--- config.mk ---
export PLATFORM = sky130hd
export DESIGN_NAME = fetch_unit
export DESIGN_NICKNAME = d
export VERILOG_FILES = /design/src/rtl/fetch_unit.sv
export SDC_FILE = /design/constraint.sdc
export NUM_CORES = 1
export LEC_CHECK = 0
export CORE_MARGIN = 1
export CORE_UTILIZATION = 45
export DETAILED_ROUTE_END_ITERATION = 8
export HOLD_SLACK_MARGIN = 0.12
export MAX_ROUTING_LAYER = met4
export PLACE_DENSITY = 0.81
export SYNTH_ARGS = -nofsm -noshare
export SYNTH_HDL_FRONTEND = slang
export SYNTH_SLANG_ARGS = --single-unit
--- constraint.sdc ---
create_clock -name clock -period 3.1 [get_ports clock]
set_input_delay 0.62 -clock clock [delete_from_list [all_inputs] [get_ports clock]]
set_output_delay 0.62 -clock clock [all_outputs]
set_load 0.005 [all_outputs]
--- src/rtl/fetch_unit.sv ---
// Single-outstanding instruction fetch unit: requests one word per PC, holds it
// for decode, and redirects by dropping whatever response is still in flight.
module fetch_unit #(
  parameter int unsigned      XLEN         = 32,
  parameter logic [XLEN-1:0]  RESET_VECTOR = '0,
  parameter int unsigned      INSTR_BYTES  = 4,
  parameter int unsigned      CNT_W        = 16
) (
  input  logic             clock,
  input  logic             reset,
  output logic             mem_req_valid,
  input  logic             mem_req_ready,
  output logic [XLEN-1:0]  mem_addr,
  input  logic             mem_resp_valid,
  input  logic [XLEN-1:0]  mem_resp_data,
  input  logic             redirect_valid,
  input  logic [XLEN-1:0]  redirect_pc,
  output logic             instr_valid,
  input  logic             instr_ready,
  output logic [XLEN-1:0]  instruction,
  output logic [XLEN-1:0]  instr_pc,
  output logic [CNT_W-1:0] fetch_count
);

  typedef enum logic [1:0] {
    IDLE = 2'd0,
    REQ  = 2'd1,
    WAIT = 2'd2,
    HOLD = 2'd3
  } state_t;

  localparam logic [XLEN-1:0] PC_STEP    = XLEN'(INSTR_BYTES);
  localparam logic [XLEN-1:0] ALIGN_MASK = ~(XLEN'(INSTR_BYTES - 1));

  state_t           state;
  state_t           state_next;
  logic [XLEN-1:0]  pc;
  logic             kill;

  logic             redirect_take;
  logic             capture;
  logic             deliver;
  logic [XLEN-1:0]  redirect_aligned;

  // A redirect in IDLE is meaningless (nothing fetched yet) and is ignored.
  always_comb begin
    redirect_take = redirect_valid && (state != IDLE);
    capture       = (state == WAIT) && mem_resp_valid && !kill && !redirect_valid;
    deliver       = (state == HOLD) && instr_ready && !redirect_valid;
  end

  assign redirect_aligned = redirect_pc & ALIGN_MASK;
  assign mem_addr         = pc;

  // NOTE: sequential state uses non-blocking (<=) so every flop samples the
  // pre-edge values; blocking here would create order-dependent races.
  always_ff @(posedge clock or negedge reset) begin
    if (!reset) begin
      state <= IDLE;
    end else begin
      state <= state_next;
    end
  end

  // NOTE: every always_comb output gets a default first, so no path leaves a
  // signal unassigned and no latch is inferred.
  always_comb begin
    state_next = state;
    unique case (state)
      IDLE: state_next = REQ;
      REQ: begin
        if (mem_req_ready) state_next = WAIT;
      end
      WAIT: begin
        if (mem_resp_valid) state_next = (kill || redirect_valid) ? REQ : HOLD;
      end
      HOLD: begin
        if (redirect_valid || instr_ready) state_next = REQ;
      end
      default: state_next = IDLE;
    endcase
  end

  always_comb begin
    mem_req_valid = 1'b0;
    instr_valid   = 1'b0;
    unique case (state)
      REQ:     mem_req_valid = 1'b1;
      HOLD:    instr_valid   = 1'b1;
      default: ;
    endcase
  end

  // kill marks the single outstanding request whose response must be dropped;
  // a second redirect only moves pc, the flag is already set.
  always_ff @(posedge clock or negedge reset) begin
    if (!reset) begin
      pc   <= RESET_VECTOR;
      kill <= 1'b0;
    end else begin
      if (redirect_take) begin
        pc <= redirect_aligned;
      end else if (capture) begin
        pc <= pc + PC_STEP;
      end

      unique case (state)
        REQ:  kill <= redirect_take && mem_req_ready;
        WAIT: begin
          if (mem_resp_valid)     kill <= 1'b0;
          else if (redirect_take) kill <= 1'b1;
        end
        default: kill <= 1'b0;
      endcase
    end
  end

  // NOTE: the held instruction is ordinary datapath flops, reset to zero so
  // decode never sees X after reset.
  always_ff @(posedge clock or negedge reset) begin
    if (!reset) begin
      instruction <= '0;
      instr_pc    <= '0;
    end else if (capture) begin
      instruction <= mem_resp_data;
      instr_pc    <= pc;
    end
  end

  always_ff @(posedge clock or negedge reset) begin
    if (!reset) begin
      fetch_count <= '0;
    end else if (deliver) begin
      fetch_count <= fetch_count + CNT_W'(1);
    end
  end

  // Protocol invariants: one request at a time, held word stable until consumed.
  a_req_hold_exclusive : assert property (
    @(posedge clock) disable iff (!reset) !(mem_req_valid && instr_valid));

  a_hold_stable : assert property (
    @(posedge clock) disable iff (!reset)
      (instr_valid && !instr_ready && !redirect_valid)
        |=> (instr_valid && $stable(instruction) && $stable(instr_pc)));

  a_no_req_in_wait : assert property (
    @(posedge clock) disable iff (!reset)
      (state == WAIT) |-> !mem_req_valid);

endmodule

Word level (Yosys, flattened, before mapping)
Index checks and enable logic that the tools add are counted.
{ "totals": {"out_inout_bits": 114, "word_cells": 42, "ff_bits": 115, "inputBits": 70} }
{ "op_classes": {"eq_ne": 7, "n_addsub": 2, "reduce_logical": 15, "muxes": 12} }
{ "op_table": {"columns": ["op", "count"], "rows": [
  ["32-bit two-way mux", 2],
  ["32-bit by 3-bit adder with 32-bit output (second input constant)", 1],
  ["16-bit by 1-bit adder with 16-bit output (second input constant)", 1],
  ["2-bit two-way mux", 4],
  ["2-bit one-hot mux with 4 select lines", 1],
  ["1-bit logical AND", 7],
  ["2-bit == test (second input constant)", 2],
  ["1-bit two-way mux", 4],
  ["2-bit inequality test (second input constant)", 2],
  ["2-bit nonzero test", 2],
  ["3-bit inequality test (second input constant)", 1],
  ["3-bit AND reduction", 1],
  ["2-bit by 1-bit == test with 1-bit output (second input constant)", 1],
  ["1-bit logical NOT", 2],
  ["2-bit logical NOT", 1],
  ["1-bit logical OR", 2],
  ["2-bit by 1-bit inequality test with 1-bit output (second input constant)", 1],
  ["1-bit one-hot mux with 2 select lines", 1]
]} }

Logic depth before layout (Yosys ltp)
{ "logic_depth": {"depth_word": 6, "mapped_depth": 9, "ltp_nobuf": 7} }

Worst setup path after synthesis
No wires, ideal clock.
{ "synth_timing": {"path_kind": "register -> register", "from": "register state[0]", "to": "register pc[29], in the netlist mem_addr[29]", "required_ns": 2.975, "t_arrival_ns": 1.753, "path_stages_with_launch": 9, "setup_ns": 0.125, "path_slack_ns": 1.223, "n_path_buf": 1, "synth_period_minus_slack_ns": 1.877, "cell_sequence": "dfrtp_1 -> inv_1 -> ha_1 -> nor3b_1 -> and2_1 -> buf_2 -> nand4_1 -> xnor2_1 -> mux2_2"} }
{ "synth_between": {"elab_chain_cells": 5, "elab_cells_between_ends": 8, "cone_classes": "eq/ne: 1; mux: 1; reduce/logical: 6"} }
{ "synth_lines": {"columns": ["element", "line_no", "text"], "rows": [
  ["start: declaration", "35", "state_t state;"],
  ["start signal: assignment", "61", "state <= state_next;"],
  ["2-bit == test", "48", "capture = (state == WAIT) && mem_resp_valid && !kill && !redirect_valid;"],
  ["1-bit logical AND (3 in a row)", "48", null],
  ["2-bit nonzero test (no source line)", null, null],
  ["end signal: assignment", "102", "pc <= redirect_aligned;"],
  ["end signal: assignment", "104", "pc <= pc + PC_STEP;"],
  ["end: declaration", "37", "logic [XLEN-1:0] pc;"]
]} }
Parallel ways exist; a longest one is shown, timed or not.
A chain may end at the register's enable or synchronous reset.

Worst setup path in the final report
{ "layout_timing": {"from": "register state[0]", "to": "register pc[8], in the netlist mem_addr[8]"} }
The elaborated chain is that of the path after synthesis.

==> PnR_summary.wiki <==
{| class="wikitable"
! Metric !! Value
|-
| I/O Buffers || 177
|-
| Summed instance area of the synthesized netlist || 5030 sq um
|-
| Max-cap violations || 0
|-
| Gate Count Post-Synth || 544
|-
| Sw Ratio || 0.341
|-
| Detailed-route via count || 4418
|-
| Number of antenna violations at the first check in global routing || 0
|-
| Post-synthesis simple-gate area fraction || 0.287
|-
| Clock tree from TritonCTS || yes
|-
| Total Die Area || 11600 sq um
|-
| Worst min path class || input port to async pin
|-
| Number of nets in the layout || 795
|-
| Fin crit period || 2.31 ns
|-
| Part of the total power dissipated in sequential elements || 0.445
|-
| Largest buffer count on any clock path || 2
|-
| Share of cells above drive strength 1 || 0.0553
|-
| Proportion of synthesized area in mux cells || 0.00846
|-
| Biggest fanout along the worst timing path || 14
|-
| Layout Skew || 0.00886 ns
|-
| Total routed wirelength || 13500 um
|-
| Internal power summed over all cells || 3830 uW
|-
| Final setup violation count || 0
|-
| Clock network fraction of design power || 0.161
|-
| Top cell types by occurrence after synthesis || sky130_fd_sc_hd__nand2_1 (223), sky130_fd_sc_hd__dfrtp_1 (111), sky130_fd_sc_hd__nand3_1 (23)
|-
| Maximum number of pins on one net before global-route repair || 59
|-
| Clk slew on worst S/H paths || 0.11 ns
|-
| Worst max-slew margin expressed relative to the limit || 0.502
|-
| Number of synthesized flops with an enable pin || 0
|-
| Overall power after layout || 5820 uW
|-
| Vertical die dimension || 108 um
|-
| Arithmetic-cell share of the synthesized area counting full adders, half adders and majority gates || 0.0174
|-
| Post-synth ARST share || 1.00
|-
| Power per unit of standard cell area || 813 nW/um^2
|-
| Post-synthesis average cell area || 9.24 sq um
|-
| Sequential fraction of the synthesis area || 0.553
|-
| Avg Vias per Cell || 5.12
|-
| Post-CTS Hold Buffers || 0
|-
| First-pass GRT wire length || 21600 um
|-
| Part of the cycle the worst path needs || 0.744
|-
| Die outline width || 108 um
|-
| Depth of the CTS H-tree || 3
|-
| Number of top-level pins || 184
|-
| Critical path start-end classification || register to register
|-
| Cell accounting for the most synthesized area || sky130_fd_sc_hd__dfrtp_1
|-
| Net load switching power || 1980 uW
|-
| Synth unique cells || 43
|-
| Main combinational cell family by area after synthesis || simple AND/OR/NAND/NOR gates
|-
| Count of clock tree sinks || 111
|-
| Buffers inserted by post-CTS timing repair || 0
|-
| Synthesized flop and latch total || 111
|-
| Hold Fails Final Rpt || 0
|-
| Synth top area share || 0.553
|-
| Residual DRC || 0
|-
| Fill cell instance count of the final layout || 889
|-
| Most frequent cell after synthesis || sky130_fd_sc_hd__nand2_1
|-
| Compound-cell area share of the yosys netlist || 0.0538
|-
| Gp weighted congestion || 0.762
|-
| Post-cts sizing count || 0
|-
| Final global-route overflow total || 0
|-
| Critical path data required time || 3.32 ns
|-
| Global-route total usage across every layer || 0.249
|-
| Synthesis-to-layout area growth || 42.3%
|-
| Unrepaired setup endpoints after global routing || no
|-
| Placement row count || 38
|-
| Initial Utilization || 0.464
|-
| Detailed-routing iteration count for the pre-antenna-repair pass || 5
|-
| Half-perimeter wire length after placement || 9950 um
|-
| Part of the total power dissipated in combinational logic || 0.393
|-
| Latest clock arrival within the worst-skew pair || 0.37 ns
|-
| Status || finished clean
|-
| Startpoint types || register
|-
| ANT cells || 0
|-
| Share of the synthesized netlist area taken by xor and xnor gates || 0.0505
|-
| Core area || 10800 sq um
|-
| Setup TNS || 0 ns
|-
| Drt first-iter violations || 215
|-
| Max rail drop VDD || 0.391 mV
|-
| Worst Tran Pin Value || 0.746 ns
|-
| Data arrival time of the critical path || 2.53 ns
|-
| Final number of max-transition violations || 0
|-
| Root buffer selected by CTS || sky130_fd_sc_hd__clkbuf_8
|-
| Synth Warn # || 0
|-
| Via count of the first global-routing pass || 4260
|-
| Ys flop type || sky130_fd_sc_hd__dfrtp_1
|-
| Fmax || 433 MHz
|-
| Type of destination of the critical path || register
|-
| Wire per inst || 15.6 um
|-
| Cell types occupying the most area after synthesis || sky130_fd_sc_hd__dfrtp_1 (55%), sky130_fd_sc_hd__nand2_1 (17%), sky130_fd_sc_hd__xor2_1 (2.6%)
|-
| Clock buffer count from CTS || 9
|-
| Leakage dissipation || 0.00329 uW
|-
| Count of nets left with antenna violations after detail routing || 0
|}
## flip-flops by register name, indices dropped and copies added, names as in the netlist
signal       flops
mem_addr        30
fetch_count     16
instruction     32
kill             1
state            2
instr_pc        30
## cell usage in the layout (no fill, tap or decap), types with 4 or more instances in the layout
cell type	count
sky130_fd_sc_hd__nor3_1	6
sky130_fd_sc_hd__nand2_1	223
sky130_fd_sc_hd__nand3_1	23
sky130_fd_sc_hd__and3_1	6
sky130_fd_sc_hd__inv_1	5
sky130_fd_sc_hd__buf_4	11
sky130_fd_sc_hd__xor2_1	15
sky130_fd_sc_hd__o211ai_1	9
sky130_fd_sc_hd__o21ai_0	16
sky130_fd_sc_hd__conb_1	4
sky130_fd_sc_hd__o21ai_1	4
sky130_fd_sc_hd__xnor2_1	14
sky130_fd_sc_hd__ha_1	7
sky130_fd_sc_hd__clkbuf_8	11
sky130_fd_sc_hd__dfrtp_1	111
sky130_fd_sc_hd__nor2_1	19
sky130_fd_sc_hd__nand4_1	16
sky130_fd_sc_hd__clkdlybuf4s50_1	176
## power groups by stage
stage               Combinational [uW]  Sequential [uW]  Clock (uW)
finish                            2290             2590         939
global route                      2520             2680        1010
CTS                               2330             2590         951
detailed placement                2310             2620           0
global placement                  2230             2580           0
floorplan                          800             2550           0
## area by class of cell
| type | count | area [sq um] | share of cell area |
|---|---|---|---|
| Multi-Input combinational cell | 404 | 2120 | 0.296 |
| Tap cell | 140 | 175 | 0.0245 |
| Inverter | 5 | 18.8 | 0.00262 |
| Sequential cell | 111 | 2780 | 0.388 |
| Clock inverter | 5 | 63.8 | 0.00892 |
| Timing Repair Buffer | 187 | 1840 | 0.258 |
| Clock buffer | 11 | 151 | 0.0212 |
## worst paths after layout
check / start / to / slack (ns) / cells after the start
worst max-delay path: state[0] / mem_addr[8] / 0.79 / 7
worst min-delay path: reset / instr_pc[18] / 0.29 / 1
worst max register to register: state[0] / mem_addr[8] / 0.79 / 7
worst min register to register: fetch_count[15] / fetch_count[15] / 0.48 / 1
max in group asynchronous: reset / instruction[26] / 1.91 / 2
min in group clock: fetch_count[15] / fetch_count[15] / 0.48 / 1
## critical path, stage by stage, from the launching register on
cell and delay (ns):
sky130_fd_sc_hd__dfrtp_1 0.43, sky130_fd_sc_hd__inv_1 0.13, sky130_fd_sc_hd__ha_1 0.25, sky130_fd_sc_hd__nor3b_1 0.33
sky130_fd_sc_hd__and2_2 0.42, sky130_fd_sc_hd__nor2_1 0.20, sky130_fd_sc_hd__o21ai_0 0.20, sky130_fd_sc_hd__o311ai_0 0.18
## layer usage
layer	up-vias	track usage	share of wire
li1	2128	-	-
met1	2125	0.321	0.43
met3	14	0.0291	0.056
met2	151	0.408	0.50
met4	0	0.0900	0.016
met5	-	-	0
## metrics by stage
| step | utilization | hold WS, ns | cells | instance area (sq um) | worst slack, ns |
|---|---|---|---|---|---|
| finish | 0.660 | 0.294 | 863 | 7150 | 0.792 |
| CTS | 0.660 | 0.327 | 863 | 7150 | 0.781 |
| floorplan | - | 0.324 | 547 | 5040 | 1.22 |
| global placement | 0.640 | 0.457 | 847 | 6940 | 0.483 |
| global route | 0.660 | 0.355 | 863 | 7150 | 0.594 |
| detailed placement | 0.640 | 0.462 | 847 | 6940 | 0.441 |
## kinds of logic after synthesis
group           count (synthesis)
flops                         111
xor+xnor                       29
other cells                     1
fa+ha+maj                       7
mux                             4
simple gates                  318
buf+inv                        32
compound gates                 42
Power figures use the tool's default switching activity.
